==> src/rtl/vga_pkg.sv <==
`default_nettype none
// ============================================================================
// Module      : vga_pkg
// Description : Shared VGA timing and framebuffer geometry constants used by
//               the timing generator, draw engine and VRAM arbiter. The
//               160x120 framebuffer is upscaled 4x in both directions to fill
//               a 640x480 display.
// Revision    : 1.0 - initial release
// ============================================================================
package vga_pkg;

    localparam int H_ACTIVE = 640;   // visible pixels per line
    localparam int H_TOTAL  = 800;   // clocks per line
    localparam int V_ACTIVE = 480;   // visible lines
    localparam int V_TOTAL  = 525;   // lines per frame
    localparam int FB_W     = 160;   // framebuffer columns
    localparam int FB_H     = 120;   // framebuffer rows
    localparam int ADDR_W   = 15;    // RAM word address width

    // Number of valid framebuffer words; anything at or above is out of range.
    localparam logic [ADDR_W-1:0] FB_WORDS = ADDR_W'(FB_W * FB_H);

    // Round-robin pointer: which client wins when both request together.
    typedef enum logic [0:0] {
        RR_C0 = 1'b0,
        RR_C1 = 1'b1
    } rr_ptr_e;

    // Linear framebuffer address: row*160 + col, with the multiply expressed
    // as row*128 + row*32.
    function automatic logic [ADDR_W-1:0] fb_addr(input logic [6:0] row,
                                                  input logic [7:0] col);
        logic [ADDR_W-1:0] row_w;
        row_w   = {8'd0, row};
        fb_addr = (row_w << 7) + (row_w << 5) + {7'd0, col};
    endfunction

endpackage
`default_nettype wire

==> src/rtl/vram_fetch_addr.sv <==
`default_nettype none
// ============================================================================
// Module      : vram_fetch_addr
// Description : Display-fetch slot decode. A display read is issued two
//               clocks ahead of the 4-pixel group it feeds, so the decode looks
//               at h_count+2 (wrapping at the line end) and, on the last-but-
//               one clock of a line, at the next line.
// Ports       : h_count_i    in  10      current pixel column
//               v_count_i    in  10      current line
//               disp_slot_o  out 1       this cycle belongs to display fetch
//               disp_addr_o  out ADDR_W  framebuffer word to fetch
// Revision    : 1.0 - initial release
// ============================================================================
module vram_fetch_addr
    import vga_pkg::*;
(
    input  logic [9:0]        h_count_i,
    input  logic [9:0]        v_count_i,
    output logic              disp_slot_o,
    output logic [ADDR_W-1:0] disp_addr_o
);

    localparam logic [10:0] H_TOTAL_L   = 11'(H_TOTAL);
    localparam logic [10:0] H_ACTIVE_L  = 11'(H_ACTIVE);
    localparam logic [9:0]  H_WRAP_L    = 10'(H_TOTAL - 2);
    localparam logic [9:0]  V_LAST_L    = 10'(V_TOTAL - 1);
    localparam logic [9:0]  V_ACTIVE_L  = 10'(V_ACTIVE);

    logic [10:0] h_sum;
    logic [10:0] h_ahead;   // (h_count + 2) mod H_TOTAL
    logic [9:0]  v_next;
    logic [9:0]  line;      // line the fetched pixel will be shown on

    always_comb begin
        h_sum   = {1'b0, h_count_i} + 11'd2;
        h_ahead = (h_sum >= H_TOTAL_L) ? (h_sum - H_TOTAL_L) : h_sum;

        v_next  = (v_count_i == V_LAST_L) ? 10'd0 : (v_count_i + 10'd1);
        // Only h_count = H_TOTAL-2 makes h_ahead wrap to 0, so only that cycle
        // fetches for the following line.
        line    = (h_count_i == H_WRAP_L) ? v_next : v_count_i;

        // h_ahead < H_ACTIVE is the same as column k < FB_W.
        disp_slot_o = (h_ahead[1:0] == 2'b00) &&
                      (h_ahead < H_ACTIVE_L) &&
                      (line < V_ACTIVE_L);

        disp_addr_o = fb_addr(line[8:2], h_ahead[9:2]);
    end

endmodule
`default_nettype wire

==> src/rtl/vram_arbiter.sv <==
`default_nettype none
// ============================================================================
// Module      : vram_arbiter
// Description : Shares one single-port synchronous-read VRAM between display
//               scan-out and two host clients. Display fetch always wins its
//               slot; remaining cycles go to the clients round-robin. Also
//               registers the fetched pixel and drives the final rgb.
// Ports       : clk_25     in  1       pixel clock
//               rst_n      in  1       synchronous active-low reset
//               h_count    in  10      pixel column from timing generator
//               v_count    in  10      line from timing generator
//               rgb        out 8       pixel to DAC, 0 outside active area
//               ram_addr   out ADDR_W  RAM address
//               ram_we     out 1       RAM write enable
//               ram_wdata  out 8       RAM write data
//               ram_rdata  in  8       RAM read data (1 clk after address)
//               cN_req     in  1       client request, held until ack
//               cN_we      in  1       1 = write, 0 = read
//               cN_addr    in  ADDR_W  client word address
//               cN_wdata   in  8       client write data
//               cN_ack     out 1       access issued to RAM this cycle
//               cN_rvalid  out 1       read data valid (cycle after read ack)
//               cN_rdata   out 8       read data
// Revision    : 1.0 - initial release
// ============================================================================
module vram_arbiter
    import vga_pkg::*;
(
    input  logic              clk_25,
    input  logic              rst_n,
    input  logic [9:0]        h_count,
    input  logic [9:0]        v_count,
    output logic [7:0]        rgb,
    output logic [ADDR_W-1:0] ram_addr,
    output logic              ram_we,
    output logic [7:0]        ram_wdata,
    input  logic [7:0]        ram_rdata,
    input  logic              c0_req,
    input  logic              c0_we,
    input  logic [ADDR_W-1:0] c0_addr,
    input  logic [7:0]        c0_wdata,
    output logic              c0_ack,
    output logic              c0_rvalid,
    output logic [7:0]        c0_rdata,
    input  logic              c1_req,
    input  logic              c1_we,
    input  logic [ADDR_W-1:0] c1_addr,
    input  logic [7:0]        c1_wdata,
    output logic              c1_ack,
    output logic              c1_rvalid,
    output logic [7:0]        c1_rdata
);

    localparam logic [9:0] H_ACTIVE_L = 10'(H_ACTIVE);
    localparam logic [9:0] V_ACTIVE_L = 10'(V_ACTIVE);

    logic              disp_slot;
    logic [ADDR_W-1:0] disp_addr;

    logic              req0;
    logic              req1;
    logic              grant0;
    logic              grant1;
    logic [ADDR_W-1:0] sel_addr;
    logic              sel_we;
    logic [7:0]        sel_wdata;
    logic              sel_in_range;

    rr_ptr_e           rr_q;
    rr_ptr_e           rr_d;
    logic [7:0]        pix_q;        // pixel shown for the current 4-pixel group
    logic              disp_pend_q;  // ram_rdata holds a display fetch this cycle
    logic              rd0_q;        // client 0 read data on ram_rdata this cycle
    logic              rd1_q;
    logic              rd_oor_q;     // pending read was out of range

    vram_fetch_addr u_fetch_addr (
        .h_count_i   (h_count),
        .v_count_i   (v_count),
        .disp_slot_o (disp_slot),
        .disp_addr_o (disp_addr)
    );

    // ------------------------------------------------------------------
    // Client arbitration. Requests are masked while reset is asserted so a
    // client holding req through reset sees no ack until release.
    // ------------------------------------------------------------------
    always_comb begin
        req0   = c0_req & rst_n;
        req1   = c1_req & rst_n;
        grant0 = 1'b0;
        grant1 = 1'b0;

        if (!disp_slot) begin
            if (req0 && req1) begin
                if (rr_q == RR_C0) grant0 = 1'b1;
                else               grant1 = 1'b1;
            end else if (req0) begin
                grant0 = 1'b1;
            end else if (req1) begin
                grant1 = 1'b1;
            end
        end

        rr_d = rr_q;
        if (grant0)      rr_d = RR_C1;
        else if (grant1) rr_d = RR_C0;

        sel_addr     = grant1 ? c1_addr  : c0_addr;
        sel_we       = grant1 ? c1_we    : c0_we;
        sel_wdata    = grant1 ? c1_wdata : c0_wdata;
        sel_in_range = (sel_addr < FB_WORDS);

        ram_addr  = disp_slot ? disp_addr : sel_addr;
        // Out-of-range writes are acked but never reach the RAM.
        ram_we    = (grant0 | grant1) & sel_we & sel_in_range;
        ram_wdata = sel_wdata;

        c0_ack = grant0;
        c1_ack = grant1;
    end

    // ------------------------------------------------------------------
    // Pipeline state: rr pointer, display pixel register, read-return pipe.
    // ------------------------------------------------------------------
    always_ff @(posedge clk_25) begin
        if (!rst_n) begin
            rr_q        <= RR_C0;
            pix_q       <= 8'd0;
            disp_pend_q <= 1'b0;
            rd0_q       <= 1'b0;
            rd1_q       <= 1'b0;
            rd_oor_q    <= 1'b0;
        end else begin
            rr_q        <= rr_d;
            disp_pend_q <= disp_slot;
            // Fetch issued at 4k-2 returns at 4k-1; loading here makes pix_q
            // valid exactly for h_count 4k..4k+3.
            if (disp_pend_q) pix_q <= ram_rdata;
            rd0_q    <= grant0 & ~c0_we;
            rd1_q    <= grant1 & ~c1_we;
            // At most one grant per cycle, so one range flag serves both.
            rd_oor_q <= ~sel_in_range;
        end
    end

    // An in-flight read whose return cycle coincides with reset is dropped.
    assign c0_rvalid = rd0_q & rst_n;
    assign c1_rvalid = rd1_q & rst_n;
    assign c0_rdata  = (rd0_q && !rd_oor_q) ? ram_rdata : 8'd0;
    assign c1_rdata  = (rd1_q && !rd_oor_q) ? ram_rdata : 8'd0;

    assign rgb = ((h_count < H_ACTIVE_L) && (v_count < V_ACTIVE_L)) ? pix_q : 8'd0;

endmodule
`default_nettype wire

==> config.mk <==
export PLATFORM = sky130hd
export DESIGN_NAME = vram_arbiter
export DESIGN_NICKNAME = d
export VERILOG_FILES = /design/src/rtl/vga_pkg.sv /design/src/rtl/vram_fetch_addr.sv /design/src/rtl/vram_arbiter.sv
export SDC_FILE = /design/constraint.sdc
export NUM_CORES = 1
export LEC_CHECK = 0
export CAP_MARGIN = 20
export CORE_MARGIN = 10
export CORE_UTILIZATION = 39
export DETAILED_ROUTE_END_ITERATION = 8
export HOLD_SLACK_MARGIN = 0.05
export PLACE_DENSITY = 0.83
export SLEW_MARGIN = 15
export SYNTH_ARGS = -nofsm -noshare
export SYNTH_HDL_FRONTEND = slang
export SYNTH_SLANG_ARGS = --single-unit
==> constraint.sdc <==
create_clock -name clk_25 -period 5.9 [get_ports clk_25]
set_input_delay 0.885 -clock clk_25 [delete_from_list [all_inputs] [get_ports clk_25]]
set_output_delay 0.885 -clock clk_25 [all_outputs]
set_load 0.005 [all_outputs]
Yosys cells after proc, flatten, opt, wreduce, memory -nomap -nowiden
Index checks and enable logic that the tools add are counted.

word-level totals
  register bits after elaboration = 13
  bits in latches = 0
  memory bits (writable) = 0
  bits in read-only memories = 0
  bits of input ports = 80
  output and inout port bits = 52
  logic and storage cells = 61
  memories = 0

operators by class
  $add $sub $neg = 5
  $mul = 0
  div/mod/pow operators = 0
  $lt $le $gt $ge = 6
  eq/ne operators = 2
  shifts and indexed selects = 0
  multiplexer cells = 21
  bitwise gates (word level) = 12
  reduce and logical (&&, ||, !) cells = 9

operators by type and width
  kind                                                                            count
  8-bit 2-to-1 mux                                                                4
  15-bit 2-to-1 mux                                                               2
  10-bit == test, second input constant                                           2
  10-bit by 9-bit less-than comparator with 1-bit output, second input constant   2
  10-bit 2-to-1 mux                                                               2
  14-bit by 12-bit adder with 15-bit output                                       1
  15-bit by 8-bit adder with 15-bit output                                        1
  15-bit less-than comparator, second input constant                              1
  1-bit 2-to-1 mux                                                                12
  10-bit by 2-bit adder with 11-bit output, second input constant                 1
  11-bit by 10-bit >= comparator with 1-bit output, second input constant         1
  11-bit by 10-bit less-than comparator with 1-bit output, second input constant  1
  11-bit 2-to-1 mux                                                               1
  11-bit by 10-bit subtractor with 11-bit output, second input constant           1
  10-bit by 1-bit adder with 10-bit output, second input constant                 1
  10-bit less-than comparator, second input constant                              1
  1-bit AND                                                                       8
  1-bit logical AND                                                               6
  1-bit inverter                                                                  3
  2-bit logical NOT                                                               1
  2-bit nonzero test                                                              1
  1-bit logical NOT                                                               1
  1-bit OR                                                                        1

Depth between registers and ports, before layout
Gate-level depths: netlist (run 1).

  depth in word-level cells = 10
  depth in mapped cells = 18
  gate-level depth less buffers = 16

Hierarchy
From an unflattened synthesis (run 1), not the netlist that was laid out.

unflattened totals
  cells, all modules = 306
  area, all modules = 2,298.5 um^2

by module, submodules not included
  module           instances  cells each  area an instance (um^2)  seq. area each (um^2)
  vram_fetch_addr  1          165         1,154.9                  0.0
  vram_arbiter     1          141         1,143.6                  260.2

Least setup slack after synthesis (run 1)
OpenSTA, ideal clock, no wires.

  path kind = in2out
  from = in h_count[3]
  to = out ram_addr[12]
  data arrival time = 4,191 ps
  required time = 5,015 ps
  slack = 824 ps
  cell stages on the path = 17
  cells stage by stage = buf_2 > and4_1 > buf_2 > nand4_2 > nor4_1 > nand3_1 > xnor2_1 > inv_1 > fa_1 > inv_1 > fa_1 > a21o_1 > a21oi_1 > o21bai_1 > a21oi_1 > xor2_1 > mux2i_1

on the way
  longest elaborated chain between the ends = 9

RTL lines
  element                                                                                                                    RTL line                                      text
  start, declared                                                                                                            vram_arbiter.sv:31                            input logic [9:0] h_count,
  10-bit by 2-bit adder with 11-bit output                                                                                   vram_fetch_addr.sv:35                         h_sum = {1'b0, h_count_i} + 11'd2;
  11-bit by 10-bit subtractor with 11-bit output / 11-bit by 10-bit >= comparator with 1-bit output (equally long branches)  vram_fetch_addr.sv:36                         h_ahead = (h_sum >= H_TOTAL_L) ? (h_sum - H_TOTAL_L) : h_sum;
  11-bit 2-to-1 mux                                                                                                          vram_fetch_addr.sv:36
  11-bit by 10-bit less-than comparator with 1-bit output / 2-bit logical NOT (equally long branches)                        vram_fetch_addr.sv:45, vram_fetch_addr.sv:44
  1-bit logical AND                                                                                                          vram_fetch_addr.sv:44                         disp_slot_o = (h_ahead[1:0] == 2'b00) &&
  1-bit logical AND                                                                                                          vram_fetch_addr.sv:45                         (h_ahead < H_ACTIVE_L) &&
  1-bit 2-to-1 mux                                                                                                           vram_arbiter.sv:94                            if (!disp_slot) begin
  15-bit 2-to-1 mux                                                                                                          vram_arbiter.sv:109                           sel_addr = grant1 ? c1_addr : c0_addr;
  15-bit 2-to-1 mux (*)                                                                                                      vram_arbiter.sv:114                           ram_addr = disp_slot ? disp_addr : sel_addr;
  end, declared                                                                                                              vram_arbiter.sv:34                            output logic [ADDR_W-1:0] ram_addr,

Every way passes the cells marked *; elsewhere a longest branch is shown, timed or not.

Final worst setup path (run 1)
  from = in h_count[1]
  to = out ram_addr[13]

The elaborated chain is that of the path after synthesis.

==> results of run 1 <==
-- path summary, 6_finish.rpt --
kind / from / end / slack, ns / depth (start not counted)
setup / recovery: h_count[1] / ram_addr[13] / 0.24 / 17
hold / removal: pix_q[3] / pix_q[3] / 0.50 / 2
setup reg to reg: rr_q / rd_oor_q / 4.51 / 4
hold reg to reg: pix_q[3] / pix_q[3] / 0.50 / 2
-- critical path, cell delays in order --
cell             delay (ns)
clkdlybuf4s50_1        0.46
ha_1                   0.23
and3_4                 0.22
o32a_1                 0.31
a221o_1                0.35
nand2_1                0.05
o21ai_0                0.10
fa_1                   0.49
inv_1                  0.07
ha_1                   0.30
a21o_1                 0.17
a21oi_1                0.18
o21ai_1                0.14
o41ai_2                0.25
xor2_1                 0.17
mux2i_1                0.08
dlygate4sd2_1          0.29
-- flip-flops by register name (all words and copies together) (netlist names) --
| name | flops |
|---|---|
| disp_pend_q | 1 |
| rd1_q | 1 |
| pix_q | 8 |
| rd_oor_q | 1 |
| rr_q | 1 |
| rd0_q | 1 |
-- power by group --
group / internal (µW) / leakage (µW) / switching (µW)
logic: 146 / 0.00161 / 104
clock network: 47.6 / 0.0000228 / 29.9
registers: 91.0 / 0.000106 / 2.21
total: 284 / 0.00174 / 136
-- metrics by stage --
| step | instance area, µm² | setup TNS [ns] | hold slack (ns) | util, % | setup WS, ns |
|---|---|---|---|---|---|
| after floorplan | 2232 | 0 | 0.4515 | - | 0.8244 |
| after global placement | 3861 | -0.2663 | 0.4647 | 69.69 | -0.1254 |
| after detailed placement | 3861 | -0.4729 | 0.4781 | 69.69 | -0.1701 |
| after CTS | 3909 | 0 | 0.4977 | 70.55 | 0.02309 |
| after global routing | 3948 | -0.01957 | 0.5388 | 71.25 | -0.01957 |
| final | 3948 | 0 | 0.4959 | 71.25 | 0.2410 |
-- cell usage in the layout (no fill, tap or decap), types with 4 or more instances in the layout --
cell / instances
a31oi_1: 6
nor3_1: 6
nor2_1: 25
o21ai_0: 5
mux2i_1: 30
inv_1: 14
xnor2_1: 8
a21oi_1: 8
clkdlybuf4s50_1: 126
nand2_1: 23
xor2_1: 8
mux2_2: 8
and2_1: 30
dfxtp_1: 13
nand3_1: 9
ha_1: 15
nor2b_1: 5
nand4_1: 4
nor4_1: 6
buf_4: 38
-- area by class of cell --
type / count / area [µm²]
Sequential cell: 13 / 260.3
Clock buffer: 4 / 45.04
Tap cell: 72 / 90.09
Timing Repair Buffer: 169 / 1602
Multi-Input combinational cell: 252 / 1894
Fill cell: 441 / 1593
Inverter: 15 / 56.30
-- timing repair --
| action | 4_1_cts | 5_1_grt |
|---|---|---|
| resized for setup | 4 | 10 |
| pin swaps | 1 | 2 |
| endpoints found under the setup margin | 4 | 5 |
-- metal layers --
metal	share of wire [%]	vias up	wire length, µm	GRT usage (%)
met5	0	-	0	0
met4	0.90	0	84	2.948
met2	50	112	4694	35.50
met3	8.0	6	751	2.749
met1	41	1306	3806	21.90
li1	-	1398	-	-
-- cell families after synthesis --
group,after synthesis
AND/OR/NAND/NOR,122
AO/OA/AOI/OAI,58
multiplexers,38
buffers and inverters,25
XOR/XNOR,17
adder cells (fa/ha/maj),17
flip-flops,13
==> results.md, run 1 <==
Synthesis:
- Of the post-synthesis cell area, the dominant cell type holds 13.45%.
- Of all cell types, the one taking the most synthesized area is mux2i_1.
- The synthesized design contains 0 enable-type register cells.
- The fraction of the yosys area taken by sequential cells is 11.66%.
- The net count after synthesis is 387.
- The cell count after synthesis came out at 290.
- Yosys printed 0 warnings.
- The post-synthesis adder-cell area fraction is 10.20%.
- In this run the cell area of the synthesized design comes to 2232 µm².
- Sorting the synthesized cells by area gives the leading types as mux2i_1, dfxtp_1, and2_1, ha_1, nor2_1.
- The average size of a mapped cell is 7.697 µm².
- Of the post-synthesis cell area, the part taken by muxes is 17.49%.
- The compound-gate portion of the synthesized area is 19.56%.
- The async set-or-reset flop fraction in the synthesized netlist is 0%.
- The commonest cells after synthesis are and2_1, mux2i_1, nor2_1, nand2_1, ha_1.
- In the synthesized netlist the dominant register cell turns out to be dfxtp_1.
- The combinational family with the most area after synthesis is simple AND/OR/NAND/NOR gates.
- The synthesized design contains 13 register bits.
- Summing the areas of all xor and xnor instances in the mapped netlist gives 6.670% of the synthesized area.
- The simple-gate area share of the yosys netlist is 29.32%.
- The count of different cell masters after synthesis is 58.

Timing:
- Timing would allow up to 176.7 MHz.
- For the finished layout, the period the worst path requires is 5.659 ns.
- At the pin with the least slew margin, the transition time is 0.5494 ns.
- The count of endpoints failing hold in the final timing report came to 0.
- The worst-case clock skew is 0.002118 ns.
- The share of the clock period used by the worst path after layout is 95.92%.
- The remaining max-slew budget at the tightest pin is 63.13%.
- The count of pins over their slew limit is 0.
- Setup violations remaining at the end of the flow were counted as 0.

CTS:
- The root buffer cell chosen for the clock tree is clkbuf_8.
- In this run the number of H-tree levels came out at 1.
- The clock input transition at the sequential cells of the worst setup and hold paths is 0.05 ns.
- The worst-case clock buffer depth is 2.
- The count of hold-fix buffers inserted at cts is 0.
- The buffer count from post-CTS setup fixing is 0.
- The CTS tree is built.
- TritonCTS created 3 clock buffers.
- The insertion delay of the later-clocked pin in the worst-skew pair is 0.24 ns.
- Clock tree synthesis found a total of 13 sinks.

Route:
- Using the TritonRoute via totals, the vias-per-cell ratio works out to 5.375.
- After the first detailed-routing iteration, the DRC count stood at 99.
- The detailed router placed 2822 vias in this run.
- The number of iterations in the first detailed-routing pass is 4.
- For this run, design rule violations remaining after detail routing come to 0.
- The routed design has 9337 µm of wire.
- The remaining antenna violation count is 0.
- The wire length per cell is 17.78 µm.

Placement:
- Detailed placement finished with a half-perimeter wire length of 7981 µm.
- The number of buffers added on ports is 131.
- After detailed placement, the design holds a cell count of 521.
- At the end of routability-driven placement, the weighted congestion stood at 0.8948.

Power and ir drop:
- The total power divided by cell area is 106.5 nW/µm².
- Overall power consumption after layout is estimated at 420.5 µW.
- The static leakage is 0.001740 µW.
- The worst supply voltage drop on vdd is 0.06820 mV.

Global route:
- The overall fraction of global-route tracks in use is 18.76%.
- The number of antenna violations at the first check in global routing was 0.
- The number of global-route vias before repair came to 2826.
- Entering global routing, the biggest net connects 19 pins.
- The global-route wire length before repair is 14030 µm.
- Summed over all layers, the global routing overflow is 0.

Critical path:
- The critical path startpoint category is an input pin.
- The worst path arrival time is 4.77 ns.
- The worst setup path is of the input pin to output port kind.
- Data on the critical path is required at its endpoint by 5.02 ns.
- Along the worst path, the maximum fanout reaches 9.
- The worst setup path is captured at an output port.

Die:
- In this run the core area contains 27 standard-cell rows.
- Once the floorplan was initialized, standard cells occupied 40.29% of the core.
- The boundary pin count is 132.
- The overall die height is 95.66 µm.
- The die width is 95.66 µm.
- The area of the die is 9150 µm².
- The core region is 5540 µm².

Worst hold path:
- The min-delay analysis places its worst path in the category flop to flop.

Final layout:
- The number of nets in the finished design is 551.
- The area growth from synthesis to layout is 76.85%.
- The layout cell share with drive strength beyond 1 is 14.35%.
- The number of diodes added for antenna fixing is 0.
- Leaving out filler cells and counting taps, the final layout contains 525.

Run:
- Max-cap violations in this run came to 0.

Status:
- The run finished with clean final reports.
Power figures use the tool's default switching activity.
==> run 2: changes to the inputs <==
--- a/config.mk
+++ b/config.mk
@@ -10,8 +10,9 @@
 export CORE_UTILIZATION = 39
 export DETAILED_ROUTE_END_ITERATION = 8
 export HOLD_SLACK_MARGIN = 0.05
-export PLACE_DENSITY = 0.83
+export PLACE_DENSITY = 0.82
 export SLEW_MARGIN = 15
 export SYNTH_ARGS = -nofsm -noshare
 export SYNTH_HDL_FRONTEND = slang
+export SYNTH_HIERARCHICAL = 1
 export SYNTH_SLANG_ARGS = --single-unit
==> results.md, run 2 <==
Timing:
- The least setup slack across all paths after layout is 0.1456 ns (-0.09543 ns).
- The count of pins over their slew limit came to 0 (unchanged).
- The share of the clock period used by the worst path after layout was 97.53% (+1.6 points).
- The count of endpoints failing hold in the final timing report is 0 (unchanged).
- The remaining max-slew budget at the tightest pin came to 68.37% (+5.2 points).
- The highest attainable clock frequency came to 173.8 MHz (-1.7%).
- The shortest clock period the worst path allows after layout came to 5.754 ns (+0.09543 ns).
- The setup-violating endpoint count in the final report is 0 (unchanged).
- The slew at the pin closest to its max-slew limit was 0.4728 ns (-0.07663 ns).
- The worst-case clock skew is 0.005285 ns (+0.003167 ns).

Run:
- The max-cap check violation count is 0 (unchanged).

Route:
- The average via count per standard cell came to 5.240 (-2.5%).
- The wire length per cell came to 17.03 µm (-4.3%).
- The number of iterations in the first detailed-routing pass was 6 (+2).
- The via total after detailed routing is 2840 (+0.64%).
- The remaining antenna violation count is 0 (unchanged).
- The post-route DRC violation count came to 0 (unchanged).
- The number of DRC markers after the initial detailed-route iteration was 75 (-24%).
- The final routed wirelength across all metal layers is 9229 µm (-1.2%).

Final layout:
- The number of nets in the finished design came to 568 (+3.1%).
- The flip-flop count of the largest register after layout came to 8 (unchanged).
- Ranked by flip-flop count, first place goes to pix_q.
- The final instance area is 4134 µm² (+4.7%).
- Leaving out fill and tap cells, the most frequent cells in the layout are clkdlybuf4s50_1, buf_4, nand2_1, and2_1, mux2i_1.
- The utilization of the core after routing is 73.72% (+2.5 points).
- The number of diodes added for antenna fixing is 0 (unchanged).
- The number of filler cells placed in the layout is 436 (-1.1%).
- The area growth from synthesis to layout is 79.86%.
- The layout cell share with drive strength beyond 1 was 19.36% (+5.0 points).
- The most common library cell in the layout ignoring fill and taps is clkdlybuf4s50_1.

Die:
- The die width is 96.77 µm (+1.2%).
- The overall die height is 96.77 µm (+1.2%).
- The core area is 5608 µm² (+1.2%).
- The initial standard-cell utilization of the core is 40.99% (+0.70 points).
- The boundary pin count is 132 (unchanged).
- The area of the die was 9364 µm² (+2.3%).
- The cell row count is 27 (unchanged).

Synthesis:
- The count of different cell masters after synthesis is 56 (-3.4%).
- The fraction of the yosys area taken by sequential cells was 11.32% (-0.34 points).
- The flip-flop and latch count after synthesis is 13 (unchanged).
- The area of the mapped netlist is 2298 µm² (+3.0%).
- The net count after synthesis is 403 (+4.1%).
- The count of synthesis-stage warnings from yosys came to 6 (+6).
- The top cell type's share of synthesized area is 11.32% (-2.1 points).
- The commonest cells after synthesis are and2_1, nand2_1, mux2i_1, nor2b_1, o21ai_1.
- The largest area contributor in the synthesized netlist is dfxtp_1.
- The average size of a mapped cell is 7.511 µm² (-2.4%).
- The async set-or-reset flop fraction in the synthesized netlist is 0% (unchanged).
- The count of flip-flops with a built-in enable after synthesis was 0 (unchanged).
- In the post-synthesis netlist, the biggest area contributors are dfxtp_1, mux2i_1, ha_1, and2_1, nand2_1.
- The prevailing post-synth register cell is dfxtp_1.
- The cell count after synthesis was 306 (+5.5%).

Global route:
- The remaining global-route overflow is 0 (unchanged).
- The global-route wire length before repair is 14680 µm (+4.7%).
- The pin count of the biggest net entering global routing is 28 (+9).
- The number of antenna violations at the first check in global routing is 0 (unchanged).
- The overall fraction of global-route tracks in use is 17.96% (-0.80 points).
- The number of global-route vias before repair is 3031 (+7.3%).

Power and ir drop:
- The static leakage is 0.001659 µW (-4.7%).
- The switching power total is 150.0 µW (+10%).
- The internal cell power is 301.6 µW (+6.1%).
- The combinational share of power is 62.0% (+2.6 points).
- The part of the total power dissipated in sequential elements is 20.7% (-1.5 points).
- The share of power burned in the clock network is 17.2% (-1.2 points).
- The total power divided by cell area is 109.2 nW/µm² (+2.6%).
- The worst supply voltage drop on vdd was 0.08814 mV (+29%).
- The proportion of total power due to net switching is 33.21% (+0.81 points).

Placement:
- The HPWL after detailed placement is 7705 µm (-3.5%).
- The cell area reported after detailed placement is 3923 µm² (+1.6%).
- The weighted congestion reported at the end of routability-driven placement is 0.8601 (-3.9%).
- The number of buffers added on ports is 131 (unchanged).
- The worst setup slack after placement is -0.4614 ns (-0.2913 ns).

Critical path:
- Traced cell by cell, the critical path runs through clkdlybuf4s50_1 -> or4_4 -> or3_4 -> nor2_4 -> nand3_2 -> xnor2_2 -> inv_1 -> fa_1 -> buf_4 -> fa_2 -> nor2b_1 -> o21ai_1 -> a21boi_1 -> buf_4 -> o21a_4 -> nor2_2 -> xnor2_1 -> nand2_1 -> o21ai_1 -> buf_2.
- The maximum net fanout on the critical path was 3 (-6).
- The required time of the critical path is 5.02 ns (about the same).
- The setup path with the least slack is of type input pin to output port.
- The kind of end point of the critical path is an output port.
- The delay of the slowest cell on the worst path is 0.49 ns (about the same).
- The worst setup path is launched from an input pin.
- The cell with the biggest individual delay on the critical path is fa_1.
- The worst path arrival time is 4.87 ns (+0.10 ns).

CTS:
- The cell at the root of the clock tree is clkbuf_8.
- TritonCTS built the clock tree.
- The number of buffers inserted during clock tree synthesis was 3 (unchanged).
- The number of clock sinks came to 13 (unchanged).
- The count of hold-fix buffers inserted at cts was 0 (unchanged).
- The insertion delay of the later-clocked pin in the worst-skew pair is 0.24 ns (about the same).
- The worst-case clock buffer depth came to 2 (unchanged).
- The clock input transition at the sequential cells of the worst setup and hold paths is 0.05 ns (about the same).
- The number of levels in the clock H-tree is 1 (unchanged).

Worst hold path:
- The worst min-delay path category is flop to flop.

Status:
- The run finished with clean final reports.
==> run 2: power groups by stage <==
| stage | combinational (µW) | sequential (µW) | clock (µW) |
|---|---|---|---|
| after floorplan | 115 | 94.1 | 0 |
| after global placement | 257 | 95.2 | 0 |
| after detailed placement | 263 | 95.4 | 0 |
| after CTS | 267 | 93.6 | 78.4 |
| after global routing | 305 | 94.0 | 83.3 |
| final | 280 | 93.7 | 77.9 |
==> run 2: worst paths after layout <==
path	slack, ns	from	cells past startpoint	to
worst min-delay path	0.51	pix_q[4]	2	pix_q[4]
worst min register to register	0.51	pix_q[4]	2	pix_q[4]
worst max-delay path	0.15	h_count[6]	20	ram_addr[12]
worst max register to register	4.47	rr_q	5	rd_oor_q
==> run 2: area by class of cell <==
type                    count  area (µm²)  share of cell area, %
clock buffers               4       45.04                  1.090
flip-flops and latches     13       260.3                  6.295
repair buffers            175        1642                  39.71
well taps                  72       90.09                  2.179
inverters                  14       52.55                  1.271
multi-input cells         264        2044                  49.46
==> run 2: cells by family after synthesis <==
kind of cell	after synthesis	synth area share (%)
and+or+nand+nor	136	34.24
AOI/OAI and AO/OA	60	17.42
muxes	33	14.81
buffers and inverters	29	5.443
xor gates and xnor gates	18	6.859
adders and majority gates	17	9.908
DFF	13	11.32
==> run 2: layer usage <==
metal,vias to the layer above,GRT usage [%],wire length [µm]
met1,1308,17.11,3339
met2,94,36.71,5190
met3,6,5.252,634
met5,-,0,0
met4,0,2.818,65
li1,1432,-,-
==> run 2: per-stage QoR <==
stage          instances  total power [µW]  hold WS (ns)  TNS (ns)
6_report             542             451.6        0.5080         0
2_1_floorplan        306             208.8        0.4737         0
3_3_place_gp         533             352.2        0.4883   -0.9601
5_1_grt              542             482.4        0.5428  -0.09965
4_1_cts              540             438.7        0.5134   -0.1369
3_5_place_dp         533             357.9        0.4978    -1.708
==> run 2: repair_timing <==
action,4_1_cts,5_1_grt
setup endpoints to repair,6,6
setup buffers,3,2
resized for setup,22,27
pin swaps,6,14
==> run 2: worst max-delay path, delay by kind of cell <==
kind,cells,cell delay (ns)
compound gates,4,0.52
xor+xnor,2,0.32
fa+ha+maj,2,0.87
buf+inv,5,0.94
simple gates,7,1.34
